<file path="src/rtl/mtr_drv_pkg.sv">
// Shared types and constants for the dual-motor PWM driver.
// Speed commands are signed 12-bit; duties are 11-bit offsets into the shared timebase.
package mtr_drv_pkg;

  localparam int unsigned PWM_W = 11;

  typedef logic [PWM_W-1:0] duty_t;
  typedef logic signed [11:0] spd_t;

  localparam duty_t DUTY_MID = 11'h400;
  localparam int    SPD_MAX  = 1023;
  localparam int    SPD_MIN  = -1023;

  // Clamp to +/-1023 and re-centre on DUTY_MID; the result spans 1..2047.
  function automatic duty_t spd_to_duty(input spd_t spd);
    spd_t sat;
    if (spd > spd_t'(SPD_MAX)) begin
      sat = spd_t'(SPD_MAX);
    end else if (spd < spd_t'(SPD_MIN)) begin
      sat = spd_t'(SPD_MIN);
    end else begin
      sat = spd;
    end
    return duty_t'(sat[PWM_W-1:0]) + DUTY_MID;
  endfunction

endpackage

</file>
<file path="src/rtl/mtr_drv_if.sv">
// Command/drive bundle between the balance controller and the motor driver.
// master: command source and PWM observer; slave: the driver itself.
interface mtr_drv_if;
  import mtr_drv_pkg::*;

  spd_t lft_spd;
  spd_t rght_spd;
  logic ovr_i;
  logic PWM1_lft;
  logic PWM2_lft;
  logic PWM1_rght;
  logic PWM2_rght;
  logic PWM_synch;
  logic ovr_i_shtdwn;

  modport master (
    output lft_spd,
    output rght_spd,
    output ovr_i,
    input  PWM1_lft,
    input  PWM2_lft,
    input  PWM1_rght,
    input  PWM2_rght,
    input  PWM_synch,
    input  ovr_i_shtdwn
  );

  modport slave (
    input  lft_spd,
    input  rght_spd,
    input  ovr_i,
    output PWM1_lft,
    output PWM2_lft,
    output PWM1_rght,
    output PWM2_rght,
    output PWM_synch,
    output ovr_i_shtdwn
  );

endinterface

</file>
<file path="src/rtl/mtr_drv_pwm_nonovr.sv">
// Splits one PWM_sig into a registered, non-overlapping high/low-side pair.
// Every PWM_sig edge forces both sides low for NONOVERLAP clocks.
module pwm_nonovr #(
  parameter int unsigned NONOVERLAP = 32
) (
  input  logic clk,
  input  logic rst_n,
  input  logic PWM_sig,
  output logic PWM1,
  output logic PWM2,
  output logic hs_rise
);

  localparam int unsigned DT_W = (NONOVERLAP > 1) ? $clog2(NONOVERLAP) : 1;
  // The edge cycle itself is the first dead clock, hence the -1.
  localparam logic [DT_W-1:0] DT_LOAD = DT_W'(NONOVERLAP - 1);

  logic            sig_q;
  logic [DT_W-1:0] dt_q, dt_d;
  logic            pwm1_q, pwm1_d;
  logic            pwm2_q, pwm2_d;
  logic            rise_q, rise_d;

  always_comb begin
    dt_d   = dt_q;
    pwm1_d = 1'b0;
    pwm2_d = 1'b0;
    if (PWM_sig != sig_q) begin
      dt_d = DT_LOAD;
    end else if (dt_q != '0) begin
      dt_d = dt_q - 1'b1;
    end else begin
      pwm1_d = PWM_sig;
      pwm2_d = ~PWM_sig;
    end
    rise_d = pwm1_d & ~pwm1_q;
  end

  // Reset clears sig_q so the first active cycle is seen as an edge and reloads dead time.
  always_ff @(posedge clk) begin
    if (!rst_n) begin
      sig_q  <= 1'b0;
      dt_q   <= DT_LOAD;
      pwm1_q <= 1'b0;
      pwm2_q <= 1'b0;
      rise_q <= 1'b0;
    end else begin
      sig_q  <= PWM_sig;
      dt_q   <= dt_d;
      pwm1_q <= pwm1_d;
      pwm2_q <= pwm2_d;
      rise_q <= rise_d;
    end
  end

  assign PWM1    = pwm1_q;
  assign PWM2    = pwm2_q;
  assign hs_rise = rise_q;

endmodule

</file>
<file path="src/rtl/mtr_drv.sv">
// Dual H-bridge PWM driver: shared 11-bit timebase, saturated duty latching, dead time,
// and (with OVR_I_SHTDWN_EN defined) blanked over-current shutdown.
module mtr_drv
  import mtr_drv_pkg::*;
#(
  parameter int unsigned NONOVERLAP  = 32,
  parameter int unsigned OVR_I_BLANK = 40,
  parameter int unsigned OVR_I_LIMIT = 8
) (
  input logic       clk,
  input logic       rst_n,
  mtr_drv_if.slave  bus
);

  duty_t cnt_q, cnt_d;
  duty_t duty_lft_q, duty_lft_d;
  duty_t duty_rght_q, duty_rght_d;
  logic  synch_q;
  logic  period_end;
  logic  sig_lft, sig_rght;
  logic  pwm1_lft, pwm2_lft, rise_lft;
  logic  pwm1_rght, pwm2_rght, rise_rght;
  logic  shtdwn;

  assign period_end = (cnt_q == '1);

  // Duties only move at the wrap so each period sees one consistent command.
  always_comb begin
    cnt_d       = cnt_q + 1'b1;
    duty_lft_d  = duty_lft_q;
    duty_rght_d = duty_rght_q;
    if (period_end) begin
      duty_lft_d  = spd_to_duty(bus.lft_spd);
      duty_rght_d = spd_to_duty(bus.rght_spd);
    end
  end

  always_ff @(posedge clk) begin
    if (!rst_n) begin
      cnt_q       <= '0;
      duty_lft_q  <= DUTY_MID;
      duty_rght_q <= DUTY_MID;
      synch_q     <= 1'b0;
    end else begin
      cnt_q       <= cnt_d;
      duty_lft_q  <= duty_lft_d;
      duty_rght_q <= duty_rght_d;
      synch_q     <= period_end;
    end
  end

  assign sig_lft  = (cnt_q < duty_lft_q);
  assign sig_rght = (cnt_q < duty_rght_q);

  pwm_nonovr #(
    .NONOVERLAP (NONOVERLAP)
  ) u_nonovr_lft (
    .clk     (clk),
    .rst_n   (rst_n),
    .PWM_sig (sig_lft),
    .PWM1    (pwm1_lft),
    .PWM2    (pwm2_lft),
    .hs_rise (rise_lft)
  );

  pwm_nonovr #(
    .NONOVERLAP (NONOVERLAP)
  ) u_nonovr_rght (
    .clk     (clk),
    .rst_n   (rst_n),
    .PWM_sig (sig_rght),
    .PWM1    (pwm1_rght),
    .PWM2    (pwm2_rght),
    .hs_rise (rise_rght)
  );

`ifdef OVR_I_SHTDWN_EN
  localparam int unsigned BLANK_W = $clog2(OVR_I_BLANK + 2);
  localparam int unsigned FLT_W   = $clog2(OVR_I_LIMIT + 1);
  localparam logic [BLANK_W-1:0] BLANK_SAT = BLANK_W'(OVR_I_BLANK + 1);
  localparam logic [FLT_W-1:0]   FLT_MAX   = FLT_W'(OVR_I_LIMIT);

  logic [BLANK_W-1:0] blank_lft_q, blank_lft_d;
  logic [BLANK_W-1:0] blank_rght_q, blank_rght_d;
  logic [FLT_W-1:0]   flt_cnt_q, flt_cnt_d;
  logic               fault_q, fault_d;
  logic               shtdwn_q, shtdwn_d;
  logic               qual_lft, qual_rght, ovr_qual;

  // The counter is stale in the rise cycle itself, so that cycle is excluded explicitly.
  assign qual_lft  = pwm1_lft & ~rise_lft & (blank_lft_q == BLANK_SAT);
  assign qual_rght = pwm1_rght & ~rise_rght & (blank_rght_q == BLANK_SAT);
  assign ovr_qual  = bus.ovr_i & (qual_lft | qual_rght);

  always_comb begin
    blank_lft_d  = blank_lft_q;
    blank_rght_d = blank_rght_q;
    fault_d      = fault_q | ovr_qual;
    flt_cnt_d    = flt_cnt_q;

    if (rise_lft) begin
      blank_lft_d = BLANK_W'(1);
    end else if (blank_lft_q != BLANK_SAT) begin
      blank_lft_d = blank_lft_q + 1'b1;
    end
    if (rise_rght) begin
      blank_rght_d = BLANK_W'(1);
    end else if (blank_rght_q != BLANK_SAT) begin
      blank_rght_d = blank_rght_q + 1'b1;
    end

    // Evaluated on the edge that raises PWM_synch, so shutdown is visible in that cycle.
    if (period_end) begin
      fault_d = 1'b0;
      if (!fault_q) begin
        flt_cnt_d = '0;
      end else if (flt_cnt_q != FLT_MAX) begin
        flt_cnt_d = flt_cnt_q + 1'b1;
      end
    end
    shtdwn_d = shtdwn_q | (flt_cnt_d == FLT_MAX);
  end

  always_ff @(posedge clk) begin
    if (!rst_n) begin
      blank_lft_q  <= '0;
      blank_rght_q <= '0;
      flt_cnt_q    <= '0;
      fault_q      <= 1'b0;
      shtdwn_q     <= 1'b0;
    end else begin
      blank_lft_q  <= blank_lft_d;
      blank_rght_q <= blank_rght_d;
      flt_cnt_q    <= flt_cnt_d;
      fault_q      <= fault_d;
      shtdwn_q     <= shtdwn_d;
    end
  end

  assign shtdwn = shtdwn_q;
`else
  logic unused_sigs;
  assign unused_sigs = ^{bus.ovr_i, rise_lft, rise_rght, OVR_I_BLANK[0], OVR_I_LIMIT[0]};
  assign shtdwn      = 1'b0;
`endif

  assign bus.PWM1_lft     = pwm1_lft & ~shtdwn;
  assign bus.PWM2_lft     = pwm2_lft & ~shtdwn;
  assign bus.PWM1_rght    = pwm1_rght & ~shtdwn;
  assign bus.PWM2_rght    = pwm2_rght & ~shtdwn;
  assign bus.PWM_synch    = synch_q;
  assign bus.ovr_i_shtdwn = shtdwn;

endmodule

</file>
<file path="src/flat_wrapper.sv">
// flat-port wrapper written by rule: the top's interface ports become plain ports
module mtr_drv_flat import mtr_drv_pkg::*;
#(
  parameter int unsigned NONOVERLAP  = 32,
  parameter int unsigned OVR_I_BLANK = 40,
  parameter int unsigned OVR_I_LIMIT = 8
)
  (clk, rst_n, bus_lft_spd, bus_rght_spd, bus_ovr_i, bus_PWM1_lft, bus_PWM2_lft, bus_PWM1_rght, bus_PWM2_rght, bus_PWM_synch, bus_ovr_i_shtdwn);
  mtr_drv_if bus_i ();
  input logic clk;
  input logic rst_n;
  input wire logic [$bits(bus_i.lft_spd)-1:0] bus_lft_spd;
  input wire logic [$bits(bus_i.rght_spd)-1:0] bus_rght_spd;
  input wire logic [$bits(bus_i.ovr_i)-1:0] bus_ovr_i;
  output wire logic [$bits(bus_i.PWM1_lft)-1:0] bus_PWM1_lft;
  output wire logic [$bits(bus_i.PWM2_lft)-1:0] bus_PWM2_lft;
  output wire logic [$bits(bus_i.PWM1_rght)-1:0] bus_PWM1_rght;
  output wire logic [$bits(bus_i.PWM2_rght)-1:0] bus_PWM2_rght;
  output wire logic [$bits(bus_i.PWM_synch)-1:0] bus_PWM_synch;
  output wire logic [$bits(bus_i.ovr_i_shtdwn)-1:0] bus_ovr_i_shtdwn;
  assign bus_i.lft_spd = bus_lft_spd;
  assign bus_i.rght_spd = bus_rght_spd;
  assign bus_i.ovr_i = bus_ovr_i;
  assign bus_PWM1_lft = bus_i.PWM1_lft;
  assign bus_PWM2_lft = bus_i.PWM2_lft;
  assign bus_PWM1_rght = bus_i.PWM1_rght;
  assign bus_PWM2_rght = bus_i.PWM2_rght;
  assign bus_PWM_synch = bus_i.PWM_synch;
  assign bus_ovr_i_shtdwn = bus_i.ovr_i_shtdwn;
  mtr_drv #(.NONOVERLAP(NONOVERLAP), .OVR_I_BLANK(OVR_I_BLANK), .OVR_I_LIMIT(OVR_I_LIMIT)) u_core (.clk(clk), .rst_n(rst_n), .bus(bus_i));
endmodule
</file>
<file path="config.mk">
export PLATFORM = sky130hd
export DESIGN_NAME = mtr_drv_flat
export DESIGN_NICKNAME = d
export VERILOG_FILES = /design/src/rtl/mtr_drv_pkg.sv /design/src/rtl/mtr_drv_if.sv /design/src/rtl/mtr_drv_pwm_nonovr.sv /design/src/rtl/mtr_drv.sv /design/src/flat_wrapper.sv
export SDC_FILE = /design/constraint.sdc
export NUM_CORES = 1
export LEC_CHECK = 0
export BUFFER_PORTS_ARGS = -buffer_cell sky130_fd_sc_hd__buf_2
export CAP_MARGIN = 25
export CORE_MARGIN = 1.5
export CORE_UTILIZATION = 33
export CTS_CLUSTER_SIZE = 25
export DETAILED_ROUTE_END_ITERATION = 10
export PLACE_DENSITY_LB_ADDON = 0.15
export SETUP_SLACK_MARGIN = 0.05
export SYNTH_ARGS = -nofsm -noshare
export SYNTH_HDL_FRONTEND = slang
export SYNTH_HIERARCHICAL = 1
export SYNTH_SLANG_ARGS = --single-unit
</file>
<file path="constraint.sdc">
create_clock -name clk -period 3.9 [get_ports clk]
set_clock_uncertainty 0.15 [all_clocks]
set_input_delay 0.585 -clock clk [delete_from_list [all_inputs] [get_ports clk]]
set_output_delay 0.585 -clock clk [all_outputs]
set_load 0.01 [all_outputs]
</file>
==> flow_summary.ini, run 1 <==
[synthesis]
netlist_area_mm2 = 0.00262
synth.avg_cell_area_um2 = 8.86
syn_nets = 348
synth.yosys.warnings = 6
syn_inst = 296

[placement]
place.detailed.hpwl_um = 3840
placement.io_buffers = 30
gp_congestion = 0.721

[power]
power.sequential.fraction = 0.588
power.total_mw = 0.887
worst_ir_drop_vdd_uv = 180
switching_share = 0.229
internal_power_mw = 0.683
p_comb_frac = 0.078
clockPowerShare = 0.334
p_leak_nw = 1.28
p_switching_mw = 0.203
pwr_density_cell_mw_per_mm2 = 303

[grt]
global_route.overflow_total = 0
grtUsageTotal = 0.124
grt_pass1_vias = 1904
grt_max_degree = 23
antenna_violations_before_repair = 0
first_pass_grt_wire_length_um = 8460

[timing]
final.setup.tns_ns = 0
max_clock_freq_ghz = 0.409
finalMaxSlewViolations = 0
timing.final.hold_violations = 0
period_needed_ns = 2.44
post-route-period-util = 0.627
rsz0062_at_grt = no
setup_viol_count_final = 0
tightest_slew_ns = 0.608
worst_slew_margin_rel = 0.594

[routing]
detail_route.first_pass.iterations = 6
drt_iter0_drc = 48
routed_wl_um = 4940
drtAntennaViolNets = 0
post-route-drc-count = 0
routed-via-count = 2067
wire_per_inst_um = 11.5
vias_per_cell = 4.83

[clocking]
post_cts.resized_instances = 0
clock_path_buffers = 2
tritoncts.num_buffers = 5
ctsRootBufferMaster = clkbuf_8
clkLatencyLatePin_ns = 0.29
clkTransAtPathRegs_ns = 0.09
cts.repair_timing.setup_buffer_count = 0
cts_sinks = 50
clock_tree_from_tritoncts = yes
cts-hold-fix-buffers = 0
clock_tree.htree_level_count = 2

[worst_hold_path]
holdCritPathClass = flop to flop
hold-path-endpoint = u_core/duty_rght_q[2]
worst_hold_startpoint = u_core/duty_rght_q[2]
hold_path_stages = 2

[worst_setup_path]
setup.worst_path.start = u_core/cnt_q[9]
worst_setup_path_end_kind = flop
cp.required_ns = 3.92
crit-reg2reg-capture = u_core/u_nonovr_lft/dt_q[4]
rr_worst_depth = 7
crit_path_start_kind = flop
worstPathArrival_ns = 2.46
timing_worst_setup_path_type = flop to flop
worst_r2r_startpoint = u_core/cnt_q[9]
internal_reg_to_reg_setup_slack_ns = 1.46
largest_fanout_on_the_critical_path = 5

[floorplanning]
fp-row-count = 32
ios = 33
total_die_area_mm2 = 0.00849
coreArea_mm2 = 0.00773
die_height_um = 92.1
fp.dieW_um = 92.1
start_util = 0.339

[cells_and_area]
antenna-diode-count = 0
layout.cells.most_common = dfxtp_1
final_cell_mix = 50 x dfxtp_1, 34 x nand2_1, 30 x buf_2
drive_above_1_share = 0.175
fillers = 831
finalNetCount = 379
synthToLayoutAreaGrowth_pct = 11.8

[run]
maxCapViolCount = 0

[outcome]
status = finished clean
==> layout make-up <==
type,instances,area (um^2),area share
well taps,102,128,0.0436
repair buffers,30,150,0.0512
multi-input cells,211,1460,0.498
flip-flops and latches,50,1000,0.342
clock buffers,6,82.6,0.0282
inverters,29,109,0.0371
==> power groups by stage <==
stage	Combinational [mW]	Clock, mW	Sequential [mW]
global placement	0.0684	0	0.534
detailed placement	0.0691	0	0.534
finish	0.0687	0.296	0.522
floorplan	0.0464	0	0.532
global route	0.0782	0.329	0.523
CTS	0.0694	0.311	0.522
==> worst max-delay path: stages, from the launching register on <==
cell	delay, ns
dfxtp_1	0.46
ha_1	0.29
a2111oi_0	0.49
o221ai_1	0.20
o22ai_1	0.24
and2_1	0.17
o21a_1	0.21
o211ai_1	0.11
==> state kept, by name, indices dropped and copies added, names as in the netlist <==
name,count
u_core/duty_lft_q,11
u_core/u_nonovr_lft/PWM2,1
u_core/cnt_q,11
u_core/u_nonovr_rght/dt_q,5
u_core/u_nonovr_rght/PWM2,1
u_core/u_nonovr_lft/dt_q,5
u_core/u_nonovr_lft/sig_q,1
u_core/duty_rght_q,11
u_core/u_nonovr_rght/sig_q,1
u_core/bus.PWM_synch,1
u_core/u_nonovr_lft/PWM1,1
u_core/u_nonovr_rght/PWM1,1
==> how the worst max path moves through the flow <==
stage	slack, ns	endpoint	cells after the start
floorplan	1.90	u_core/u_nonovr_lft/dt_q[4]	7
global placement	1.53	u_core/u_nonovr_lft/dt_q[4]	7
detailed placement	1.52	u_core/u_nonovr_lft/dt_q[4]	7
CTS	1.48	u_core/u_nonovr_lft/dt_q[4]	7
global route	1.14	u_core/u_nonovr_rght/dt_q[4]	7
finish	1.46	u_core/u_nonovr_lft/dt_q[4]	7
==> per-layer routing <==
metal  track usage  share of wire  vias to the layer above  routed length (um)
met4        0.0385          0.010                        0                  50
li1              -              -                     1076                   -
met3        0.0274          0.028                        5                 140
met2         0.202           0.44                       21                2190
met5             0              0                        -                   0
met1         0.162           0.52                      965                2560
==> stage by stage <==
step	utilization	hold slack, ns	setup slack [ns]	instance area, um^2	cells
floorplan	-	0.275	1.90	2620	296
global placement	0.369	0.288	1.53	2850	422
detailed placement	0.369	0.288	1.52	2850	422
CTS	0.379	0.301	1.48	2930	428
global route	0.379	0.321	1.14	2930	428
finish	0.379	0.299	1.46	2930	428
(Power assumes the default switching activity.)
==> run 2: changes to the inputs <==
- clock period: 3.9 -> 2.1 ns (I/O delays scaled with it)
==> run 2 against run 1 <==
Against the previous run:
- sequential power increased by 85%
- cell count up 3.0%
- first-iteration DRC count is 6.3% lower
- non-clock buffer count increased by 12
- via count up 0.73%
- global-route usage increased by 0.68 points
- clock power increased by 79%
==> flow_summary.ini, run 2 (same netlist as run 1, synthesis figures left out) <==
[outcome]
status = finished clean

[worst_setup_path]
cp.required_ns = 2.13
worst_setup_path_end_kind = flop
crit_path_start_kind = flop
worstPathArrival_ns = 2.02
setup.worst_path.start = u_core/cnt_q[9]
worst_r2r_startpoint = u_core/cnt_q[9]
largest_fanout_on_the_critical_path = 5
timing_worst_setup_path_type = flop to flop

[routing]
post-route-drc-count = 0
drt_iter0_drc = 45
detail_route.first_pass.iterations = 4
vias_per_cell = 4.72
drtAntennaViolNets = 0
routed_wl_um = 5120
wire_per_inst_um = 11.6
routed-via-count = 2082

[floorplanning]
die_height_um = 92.1
total_die_area_mm2 = 0.00849
coreArea_mm2 = 0.00773
fp.dieW_um = 92.1
ios = 33
start_util = 0.339
fp-row-count = 32

[timing]
setup_viol_count_final = 0
period_needed_ns = 1.99
post-route-period-util = 0.946
finalMaxSlewViolations = 0
worst_slew_margin_rel = 0.614
rsz0062_at_grt = yes
max_clock_freq_ghz = 0.504
tightest_slew_ns = 0.579
timing.final.hold_violations = 0
final.setup.tns_ns = 0

[cells_and_area]
final_cell_area_mm2 = 0.00311
drive_above_1_share = 0.239
layout.cells.most_common = dfxtp_1
final_core_utilization = 0.402
reg.largest.list = u_core/cnt_q: 11 flops, u_core/duty_lft_q: 11 flops, u_core/duty_rght_q: 11 flops
antenna-diode-count = 0
layout.cells.non_filler = 441
synthToLayoutAreaGrowth_pct = 18.5
finalNetCount = 391
final_cell_mix = 46 x dfxtp_1, 34 x nand2_1, 30 x buf_2
fillers = 827

[grt]
global_route.overflow_total = 0
grtUsageTotal = 0.131
first_pass_grt_wire_length_um = 8830
grt_max_degree = 23
antenna_violations_before_repair = 0
grt_pass1_vias = 2001

[clocking]
cts-hold-fix-buffers = 0
clkTransAtPathRegs_ns = 0.09
ctsRootBufferMaster = clkbuf_8
cts.repair_timing.setup_buffer_count = 0
clock_path_buffers = 2
cts_sinks = 50
tritoncts.num_buffers = 5
clock_tree.htree_level_count = 2
clkLatencyLatePin_ns = 0.30
clock_tree_from_tritoncts = yes

[run]
maxCapViolCount = 0

[placement]
place.detailed.hpwl_um = 3950
instance_count_after_placement_with_tap_cells_included = 434
detailed_place.area_mm2 = 0.00294
placement.io_buffers = 30
gp_congestion = 0.737

[power]
worst_ir_drop_vdd_uv = 310
p_leak_nw = 1.37
power.total_mw = 1.63
pwr_density_cell_mw_per_mm2 = 526

[worst_hold_path]
holdCritPathClass = primary input to flop
worst_hold_startpoint = bus_rght_spd[11]
==> run 2: cell type report <==
class | instances | area [um^2] | share of cell area
Multi-Input combinational cell | 211 | 1540 | 0.497
Sequential cell | 50 | 1010 | 0.325
Clock buffer | 7 | 76.3 | 0.0246
Inverter | 29 | 109 | 0.0351
Tap cell | 102 | 128 | 0.0411
Timing Repair Buffer | 42 | 240 | 0.0774
==> run 2: critical path: stages, from the launching register on <==
cell	delay [ns]
dfxtp_4	0.38
ha_4	0.25
a2111oi_4	0.37
o221ai_2	0.15
o22ai_2	0.16
and2_1	0.15
o21a_2	0.17
o211ai_1	0.09
==> run 2: timing repair <==
| action | 4_1_cts | 5_1_grt |
|---|---|---|
| pin swaps | 9 | 11 |
| endpoints found under the setup margin | 13 | 10 |
| gates resized for setup | 14 | 6 |
==> run 2: routing by layer <==
layer	wire length [um]	GRT usage	up-vias
met2	2360	0.221	21
met1	2570	0.168	952
met3	133	0.0257	7
li1	-	-	1102
met4	57	0.0385	0
met5	0	0	-
==> run 2: through the flow <==
step           setup slack [ns]  hold WS, ns
6_report                  0.114        0.109
2_1_floorplan             0.102        0.265
3_5_place_dp             -0.250        0.290
3_3_place_gp             -0.141        0.288
4_1_cts                  0.0490        0.105
5_1_grt                  0.0248        0.119
==> run 2: worst paths after layout <==
kind	end	slack [ns]	depth (start not counted)
min reg2reg	u_core/duty_rght_q[8]	0.30	2
min	u_core/duty_rght_q[10]	0.11	2
max reg2reg	u_core/u_nonovr_rght/dt_q[4]	0.11	7
max	u_core/u_nonovr_rght/dt_q[4]	0.11	7
==> run 2: report_power, final <==
part           leakage [nW]  total (mW)  internal [mW]  switching [mW]
clock                0.0383       0.530          0.230           0.299
combinational         0.921       0.137         0.0609          0.0765
sequential            0.407       0.966          0.957         0.00956
total                  1.37        1.63           1.25           0.385
==> run 3: changes to the inputs <==
- CORE_MARGIN: 1.5 -> 4
==> run 3 against run 2 <==
Against the previous run:
- flip-flop and latch count is the same
- non-clock buffer count shrank 1
- die area grew 11%
- fmax grew 3.2%
- combinational power grew 4%
- core utilization grew 0.24 points
- sequential power is essentially flat
- worst hold slack gained 0.0016 ns
- cell count shrank 0.23%
==> flow_summary.ini, run 3 (same netlist as run 1, synthesis figures left out) <==
[outcome]
status = finished clean

[grt]
first_pass_grt_wire_length_um = 8890
grt_max_degree = 23
global_route.overflow_total = 0
grt_pass1_vias = 1989
grtUsageTotal = 0.113
antenna_violations_before_repair = 0

[worst_setup_path]
critical_path.slowest_cell = dfxtp_1
cp_cell_sequence = ha_1, a2111oi_4, o221ai_2, o22ai_2, and2_1, o21a_2, o211ai_1
timing_worst_setup_path_type = flop to flop
largest_fanout_on_the_critical_path = 5
worst_setup_path_end_kind = flop
worstPathArrival_ns = 1.96
cp.buffers_inverters = 0
crit_path_start_kind = flop
internal_reg_to_reg_setup_slack_ns = 0.18
critical-path-top-delay-family = compound AO/OA/AOI/OAI gates
max_stage_delay_ns = 0.35
cp.required_ns = 2.13

[timing]
tightest_slew_ns = 0.614
post-route-period-util = 0.917
timing.final.hold_violations = 0
hold_ws_ns = 0.110
period_needed_ns = 1.92
setup_viol_count_final = 0
rsz0062_at_grt = yes
max_clock_freq_ghz = 0.520
worst_slew_margin_rel = 0.590
final.setup.tns_ns = 0
finalMaxSlewViolations = 0

[routing]
vias_per_cell = 4.73
routed-via-count = 2081
detail_route.first_pass.iterations = 4
drtAntennaViolNets = 0
post-route-drc-count = 0
wire_per_inst_um = 11.7
routed_wl_um = 5170
drt_iter0_drc = 36

[power]
p_leak_nw = 1.36
power.total_mw = 1.64
power.sequential.fraction = 0.590
pwr_density_cell_mw_per_mm2 = 524
p_switching_mw = 0.386
clockPowerShare = 0.323
p_comb_frac = 0.087
worst_ir_drop_vdd_uv = 288
internal_power_mw = 1.25
switching_share = 0.236

[clocking]
clkTransAtPathRegs_ns = 0.08
cts_sinks = 50
clkLatencyLatePin_ns = 0.29
cts.repair_timing.setup_buffer_count = 0
tritoncts.num_buffers = 5
clock_tree.htree_level_count = 2
clock_path_buffers = 2
clock_tree_from_tritoncts = yes
ctsRootBufferMaster = clkbuf_8

[cells_and_area]
final_cell_mix = 44 x dfxtp_1, 34 x nand2_1, 30 x buf_2
reg.largest.list = u_core/cnt_q: 11 flops, u_core/duty_lft_q: 11 flops, u_core/duty_rght_q: 11 flops
drive_above_1_share = 0.260
synthToLayoutAreaGrowth_pct = 19.2
finalNetCount = 390
antenna-diode-count = 0
layout.cells.most_common = dfxtp_1
layout.cells.non_filler = 440

[floorplanning]
coreArea_mm2 = 0.00773
die_height_um = 97.1
total_die_area_mm2 = 0.00943
fp.dieW_um = 97.1
fp-row-count = 32
ios = 33
start_util = 0.339

[placement]
place.detailed.hpwl_um = 4000
gp_congestion = 0.717
instance_count_after_placement_with_tap_cells_included = 433
placement.io_buffers = 30

[worst_hold_path]
holdCritPathClass = primary input to flop

[run]
maxCapViolCount = 0
## run 3: cell count changes in the layout (fill, tap and decap cells not counted)
| cell | before | now |
|---|---|---|
| ha_2 | 0 | 3 |
| o221ai_2 | 1 | 2 |
| a211oi_2 | 0 | 2 |
| a211oi_1 | 2 | 0 |
| o21ai_0 | 5 | 6 |
| o221ai_1 | 1 | 0 |
| dfxtp_1 | 46 | 44 |
| buf_4 | 12 | 11 |
| dfxtp_2 | 3 | 5 |
| ha_1 | 23 | 20 |
| o21ai_1 | 16 | 15 |
## run 3: final cells by class
cell class / count / area, um^2
well taps: 102 / 128
fillers: 791 / 4600
clock buffers: 7 / 76.3
multi-input cells: 211 / 1570
flip-flops and latches: 50 / 1010
inverters: 29 / 109
repair buffers: 41 / 233
## run 3: final timing paths
path         depth (start not counted)                      endpoint             startpoint
max reg2reg                          7  u_core/u_nonovr_rght/dt_q[4]       u_core/cnt_q[10]
max                                  7  u_core/u_nonovr_rght/dt_q[4]       u_core/cnt_q[10]
min reg2reg                          2         u_core/duty_rght_q[8]  u_core/duty_rght_q[8]
min                                  2        u_core/duty_rght_q[10]       bus_rght_spd[11]
## run 3: power by group through the flow
stage	Clock (mW)	Combinational (mW)	Sequential (mW)
after floorplan	0	0.0861	0.988
after global placement	0	0.134	0.990
after detailed placement	0	0.135	0.990
after CTS	0.559	0.137	0.966
after global routing	0.593	0.157	0.968
final	0.528	0.142	0.966
## run 3: per-stage QoR
step	utilization	worst slack, ns	area (um^2)
2_1_floorplan	-	0.102	2620
4_1_cts	0.397	0.0493	3070
5_1_grt	0.404	0.0601	3120
6_report	0.404	0.175	3120
3_3_place_gp	0.379	-0.146	2930
3_5_place_dp	0.379	-0.194	2930
## run 3: layer usage
| layer | GRT usage | share of wire | up-vias |
|---|---|---|---|
| met4 | 0.0324 | 0.0091 | 0 |
| met1 | 0.147 | 0.50 | 956 |
| met5 | 0 | 0 | - |
| met2 | 0.186 | 0.46 | 26 |
| li1 | - | - | 1094 |
| met3 | 0.0273 | 0.032 | 5 |
## run 3: timing repair
action / in CTS / in global routing
hold buffers: 0 / 0
resized for setup: 15 / 12
endpoints found under the setup margin: 13 / 11
pin swaps: 5 / 7
